[src/rtl/param_step_cpu.sv]
// Single-step accumulator CPU: A/B registers, Z/C flags, PC and a writable program memory.
// Optional CALL/RET return stack is compiled in when CPU_CALL_STACK_EN is defined.
module param_step_cpu #(
  parameter int DATA_WIDTH  = 4,
  parameter int PC_WIDTH    = 3,
  parameter int STACK_DEPTH = 4
) (
  input  logic                  clock,
  input  logic                  reset,
  input  logic                  step,
  input  logic                  progWe,
  input  logic [PC_WIDTH-1:0]   progAddr,
  input  logic [DATA_WIDTH+4:0] progData,
  output logic [DATA_WIDTH-1:0] aReg,
  output logic [DATA_WIDTH-1:0] bReg,
  output logic                  zf,
  output logic                  cf,
  output logic [PC_WIDTH-1:0]   pc,
  output logic                  halted,
  output logic                  fault,
  output logic                  retired
);
  localparam int IW    = DATA_WIDTH + 5;
  localparam int DEPTH = 1 << PC_WIDTH;

  localparam logic [4:0] OP_HALT = 5'b00001;
  localparam logic [4:0] OP_LDA  = 5'b00010;
  localparam logic [4:0] OP_LDB  = 5'b00011;
  localparam logic [4:0] OP_JMP  = 5'b00100;
  localparam logic [4:0] OP_JZ   = 5'b00101;
  localparam logic [4:0] OP_JNZ  = 5'b00110;
  localparam logic [4:0] OP_JC   = 5'b00111;
  localparam logic [4:0] OP_JNC  = 5'b01000;
`ifdef CPU_CALL_STACK_EN
  localparam logic [4:0] OP_CALL = 5'b01001;
  localparam logic [4:0] OP_RET  = 5'b01010;
`endif

  logic [IW-1:0]         mem_q [DEPTH];
  logic [DATA_WIDTH-1:0] a_q, a_d, b_q, b_d;
  logic                  zf_q, zf_d, cf_q, cf_d;
  logic                  halted_q, halted_d, retired_q, retired_d;
  logic [PC_WIDTH-1:0]   pc_q, pc_d, pc_inc, jmp_tgt;
  logic [IW-1:0]         instr;
  logic [4:0]            op;
  logic [DATA_WIDTH-1:0] arg, alu_x, alu_y;
  logic [DATA_WIDTH:0]   alu_w;
  logic                  exec;

  assign instr   = mem_q[pc_q];
  assign op      = instr[IW-1:DATA_WIDTH];
  assign arg     = instr[DATA_WIDTH-1:0];
  assign exec    = step && !halted_q && !reset;
  assign pc_inc  = pc_q + PC_WIDTH'(1);
  assign jmp_tgt = arg[PC_WIDTH-1:0];

`ifdef CPU_CALL_STACK_EN
  localparam int SPW = $clog2(STACK_DEPTH + 1);
  logic [SPW-1:0]      sp_q, sp_d;
  logic [PC_WIDTH-1:0] stk_q [1 << SPW];
  logic                fault_q, fault_d, push;
  assign fault = fault_q;
`else
  assign fault = 1'b0;
`endif

  // op[3] swaps operands so the B-destination group computes f(B,A)
  always_comb begin
    alu_x = op[3] ? b_q : a_q;
    alu_y = op[3] ? a_q : b_q;
    alu_w = '0;
    case (op[2:0])
      3'd0:    alu_w = {1'b0, alu_x} + {1'b0, alu_y};
      3'd1:    alu_w = {1'b0, alu_x} - {1'b0, alu_y};
      3'd2:    alu_w = {1'b0, alu_x & alu_y};
      3'd3:    alu_w = {1'b0, alu_x | alu_y};
      3'd4:    alu_w = {1'b0, alu_x ^ alu_y};
      3'd5:    alu_w = {1'b0, alu_x} + (DATA_WIDTH+1)'(1);
      3'd6:    alu_w = {1'b0, alu_x} - (DATA_WIDTH+1)'(1);
      default: alu_w = {1'b0, ~alu_x};
    endcase
  end

  always_comb begin
    a_d       = a_q;
    b_d       = b_q;
    zf_d      = zf_q;
    cf_d      = cf_q;
    pc_d      = pc_q;
    halted_d  = halted_q;
    retired_d = exec;
`ifdef CPU_CALL_STACK_EN
    sp_d    = sp_q;
    fault_d = fault_q;
    push    = 1'b0;
`endif
    if (exec) begin
      pc_d = pc_inc;
      if (op[4]) begin
        if (op[3]) b_d = alu_w[DATA_WIDTH-1:0];
        else       a_d = alu_w[DATA_WIDTH-1:0];
        zf_d = (alu_w[DATA_WIDTH-1:0] == '0);
        cf_d = alu_w[DATA_WIDTH];
      end else begin
        case (op)
          OP_HALT: begin
            halted_d = 1'b1;
            pc_d     = pc_q;
          end
          OP_LDA: a_d = arg;
          OP_LDB: b_d = arg;
          OP_JMP: pc_d = jmp_tgt;
          OP_JZ:  if (zf_q)  pc_d = jmp_tgt;
          OP_JNZ: if (!zf_q) pc_d = jmp_tgt;
          OP_JC:  if (cf_q)  pc_d = jmp_tgt;
          OP_JNC: if (!cf_q) pc_d = jmp_tgt;
`ifdef CPU_CALL_STACK_EN
          OP_CALL: begin
            if (sp_q == SPW'(STACK_DEPTH)) begin
              fault_d  = 1'b1;
              halted_d = 1'b1;
              pc_d     = pc_q;
            end else begin
              push = 1'b1;
              sp_d = sp_q + SPW'(1);
              pc_d = jmp_tgt;
            end
          end
          OP_RET: begin
            if (sp_q == '0) begin
              fault_d  = 1'b1;
              halted_d = 1'b1;
              pc_d     = pc_q;
            end else begin
              sp_d = sp_q - SPW'(1);
              pc_d = stk_q[sp_q - SPW'(1)];
            end
          end
`endif
          default: ;
        endcase
      end
    end
  end

  always_ff @(posedge clock) begin
    if (reset) begin
      a_q       <= '0;
      b_q       <= '0;
      zf_q      <= 1'b0;
      cf_q      <= 1'b0;
      pc_q      <= '0;
      halted_q  <= 1'b0;
      retired_q <= 1'b0;
`ifdef CPU_CALL_STACK_EN
      sp_q      <= '0;
      fault_q   <= 1'b0;
`endif
    end else begin
      a_q       <= a_d;
      b_q       <= b_d;
      zf_q      <= zf_d;
      cf_q      <= cf_d;
      pc_q      <= pc_d;
      halted_q  <= halted_d;
      retired_q <= retired_d;
`ifdef CPU_CALL_STACK_EN
      sp_q      <= sp_d;
      fault_q   <= fault_d;
`endif
    end
  end

  // Not reset; the execute path reads the pre-edge word (read-before-write)
  always_ff @(posedge clock) begin
    if (progWe) mem_q[progAddr] <= progData;
  end

`ifdef CPU_CALL_STACK_EN
  always_ff @(posedge clock) begin
    if (push) stk_q[sp_q] <= pc_inc;
  end
`endif

  assign aReg    = a_q;
  assign bReg    = b_q;
  assign zf      = zf_q;
  assign cf      = cf_q;
  assign pc      = pc_q;
  assign halted  = halted_q;
  assign retired = retired_q;
endmodule

[config.mk]
export PLATFORM = sky130hd
export DESIGN_NAME = param_step_cpu
export DESIGN_NICKNAME = d
export VERILOG_FILES = /design/src/rtl/param_step_cpu.sv
export SDC_FILE = /design/constraint.sdc
export NUM_CORES = 1
export LEC_CHECK = 0
export CAP_MARGIN = 40
export CORE_MARGIN = 2
export CORE_UTILIZATION = 60
export DETAILED_ROUTE_END_ITERATION = 10
export DONT_BUFFER_PORTS = 1
export PLACE_DENSITY = 0.87
export REMOVE_ABC_BUFFERS = 1
export SLEW_MARGIN = 40
export SYNTH_ARGS = -nofsm -noshare
export SYNTH_HDL_FRONTEND = slang
export SYNTH_SLANG_ARGS = --single-unit
[constraint.sdc]
create_clock -name clock -period 5.38 [get_ports clock]
set_input_delay 0.807 -clock clock [delete_from_list [all_inputs] [get_ports clock]]
set_output_delay 0.807 -clock clock [all_outputs]
set_load 0.05 [all_outputs]
==> out/metrics.yaml <==
layout:
  final_util_pct: 65.9
  final_cell_mix: "72 x edfxtp_1, 27 x nor2_1, 21 x nand2_1"
  layout_commonest_cell: "edfxtp_1"
  num_antenna_cells: 0
  nets: 375
  fill_cells: 519
  areaGrowthSynthToFinish_pct: 5.87
  drive_above_1_share_pct: 16.3
place:
  hpwlAfterDp_um: 6450
  port_buffers: 0
  dp_slack_ps: 753
  gp_congestion: 0.934
timing:
  timing.fmax_mhz: 213
  setup_viol: 0
  fin_ws_ps: 687
  clock_skew_ps: 19.0
  finalSetupTns_ps: 0
  tightest_slew_ps: 745
  max_slew_margin_pct: 50.3
  rsz0062_at_grt: "no"
  hold_viol_final: 0
  min_period_ps: 4690
  period_share_pct: 87.2
  slew_viol_final: 0
route:
  drc: 0
  drt-total-wl_um: 9190
  drtPass1Iterations: 4
  vias_per_cell: 6.35
  postRouteAntennaNets: 0
  dr_total_vias: 2847
  post_drt_wl_per_cell_um: 20.5
  dr.first_iter.drc_count: 171
global_route:
  antenna_found_initial: 0
  grt_pass1_wl_um: 14600
  met3_usage_pct: 6.26
  met2_usage_pct: 39.5
  grt_usage_pct: 23.4
  grt-ovfl-total: 0
  grt_pass1_vias: 2812
  grt_use_met1_pct: 29.0
  grt.busiest_layer: "met2"
  grt_start_max_net_pins: 24
die:
  start_util_pct: 62.3
  core_area_mm2: 0.00725
  ios: 32
  die_area_mm2: 0.00824
  die_w_um: 90.8
  rows: 31
  die_h_um: 90.8
synthesis:
  netlist_area_mm2: 0.00452
  syn_area_per_cell_um2: 13.3
  yosysSeqAreaShare_pct: 55.8
  synth_edf_count: 72
  yosysWarnings: 0
  synthFlopType: "edfxtp_1"
  ys_ff_latch: 90
  ys_async_sr_fraction_pct: 0
  ys_types: 58
  syn_inst: 339
run:
  cap_violations: 0
clock_tree:
  root_buffer: "clkbuf_8"
  postCtsHoldBufs: 0
  cts_buffer_depth: 2
  h-tree-depth: 3
  clk_pin_slew_ps: 100
  post-cts-setup-buffers: 0
  cts_made_buffers: 9
  cts_tree: "yes"
  clk_latency_ps: 360
  cts_resized: 0
  cts_sinks: 90
setup_path:
  regToRegSetupSlack_ps: 690
  crit_type: "reg -> reg"
  crit_path_frequent_cell: "a21oi_1"
  start_kind: "flop"
  critPathRequiredTime_ps: 5680
  critPathArrivalTime_ps: 4990
  path_cells: "mux4_1, mux2i_4, a21oi_1, ha_1, a21oi_1, a211o_1, ha_1, nor2b_1, o21ai_0, nor3b_1, o21ai_0, a32oi_1, nand2b_1, or4_1, a21oi_1"
  crit_fanout: 23
  critPathMaxStageDelay_ps: 680
  worstSetupEndpointType: "flop"
  crit_slowest_cell: "mux4_1"
power_and_ir_drop:
  p_per_area_mw_per_mm2: 322
  vdd_drop_max_mv: 0.265
  leakagePower_nw: 1.59
worst_hold_path:
  hold_class: "in -> reg"
outcome:
  status: "finished, final reports clean"
-- cell families after synthesis --
group / Yosys count / share of synthesized area, %
buffers and inverters: 28 / 3.60
AND/OR/NAND/NOR: 89 / 9.50
XOR/XNOR: 5 / 0.969
other: 1 / 0.0830
flip-flops: 90 / 55.8
AO/OA/AOI/OAI: 70 / 10.3
adder cells (fa/ha/maj): 15 / 4.32
multiplexers: 41 / 15.4
-- routing by layer --
metal / wire length, um / vias to the layer above
li1: - / 1318
met1: 3720 / 1360
met2: 4550 / 150
met3: 680 / 19
met4: 236 / 0
met5: 0 / -
-- registers in the layout, indices dropped and copies added (netlist names), named ones only --
name and cells:
mem_q 72, zf 1, retired 1, cf 1, halted 1, pc 3, aReg 4, bReg 4
-- cell usage after synthesis (all sizes together) (2+ instances only) --
master	n	share of area (%)
edfxtp	72	48
a221o	2	0.44
o221ai	4	0.78
dfxtp	18	8.0
buf	11	2.0
nand3	4	0.44
o211ai	3	0.50
inv	14	1.2
o21a	2	0.33
xor2	3	0.58
or3	3	0.44
o31ai	4	0.66
nor2	33	2.7
xnor2	2	0.39
o22ai	4	0.55
a221oi	2	0.39
a21oi	22	2.8
o21ai	15	1.7
nand2	21	1.7
nor3b	3	0.50
ha	14	3.9
mux2i	16	3.9
or4	2	0.42
nor4	2	0.28
mux2	7	2.1
mux4	18	9.4
a211oi	3	0.50
clkbuf	3	0.47
nor3	6	0.66
nor2b	4	0.55
nand2b	8	1.3
nand4	2	0.28
-- power by group --
part | internal, mW | total (mW) | switching (mW) | leakage, nW
combinational | 0.132 | 0.309 | 0.178 | 0.713
clock | 0.172 | 0.411 | 0.239 | 0.0795
sequential | 0.778 | 0.822 | 0.0443 | 0.801
total | 1.08 | 1.54 | 0.461 | 1.59
-- final timing paths --
path,from,endpoint,cells past startpoint
min,reset,zf,1
min reg2reg,pc[2],pc[2],2
max,flop,zf,15
max reg2reg,flop,zf,15
-- layout make-up --
class | count | area (um2) | area share (%)
flip-flops and latches | 90 | 2520 | 52.7
clock buffers | 10 | 128 | 2.67
repair buffers | 8 | 60.1 | 1.26
clock inverters | 6 | 48.8 | 1.02
multi-input cells | 221 | 1850 | 38.6
well taps | 99 | 124 | 2.59
inverters | 14 | 52.6 | 1.10
-- worst max-delay path, delay by kind of cell, from the launching register on --
kind / cells / cell delay (ps)
AOI/OAI and AO/OA: 7 / 1290
adders and majority gates: 2 / 610
DFF: 1 / 620
and+or+nand+nor: 4 / 890
muxes: 2 / 1220
-- through the flow --
| step | cell area [um2] | total power [mW] | hold WS [ps] | std cells |
|---|---|---|---|---|
| floorplan | 4410 | 1.07 | 715 | 325 |
| global placement | 4590 | 1.13 | 747 | 432 |
| detailed placement | 4600 | 1.14 | 758 | 432 |
| CTS | 4780 | 1.55 | 490 | 448 |
| global route | 4780 | 1.61 | 475 | 448 |
| finish | 4780 | 1.54 | 502 | 448 |
Power figures use the tool's default switching activity.
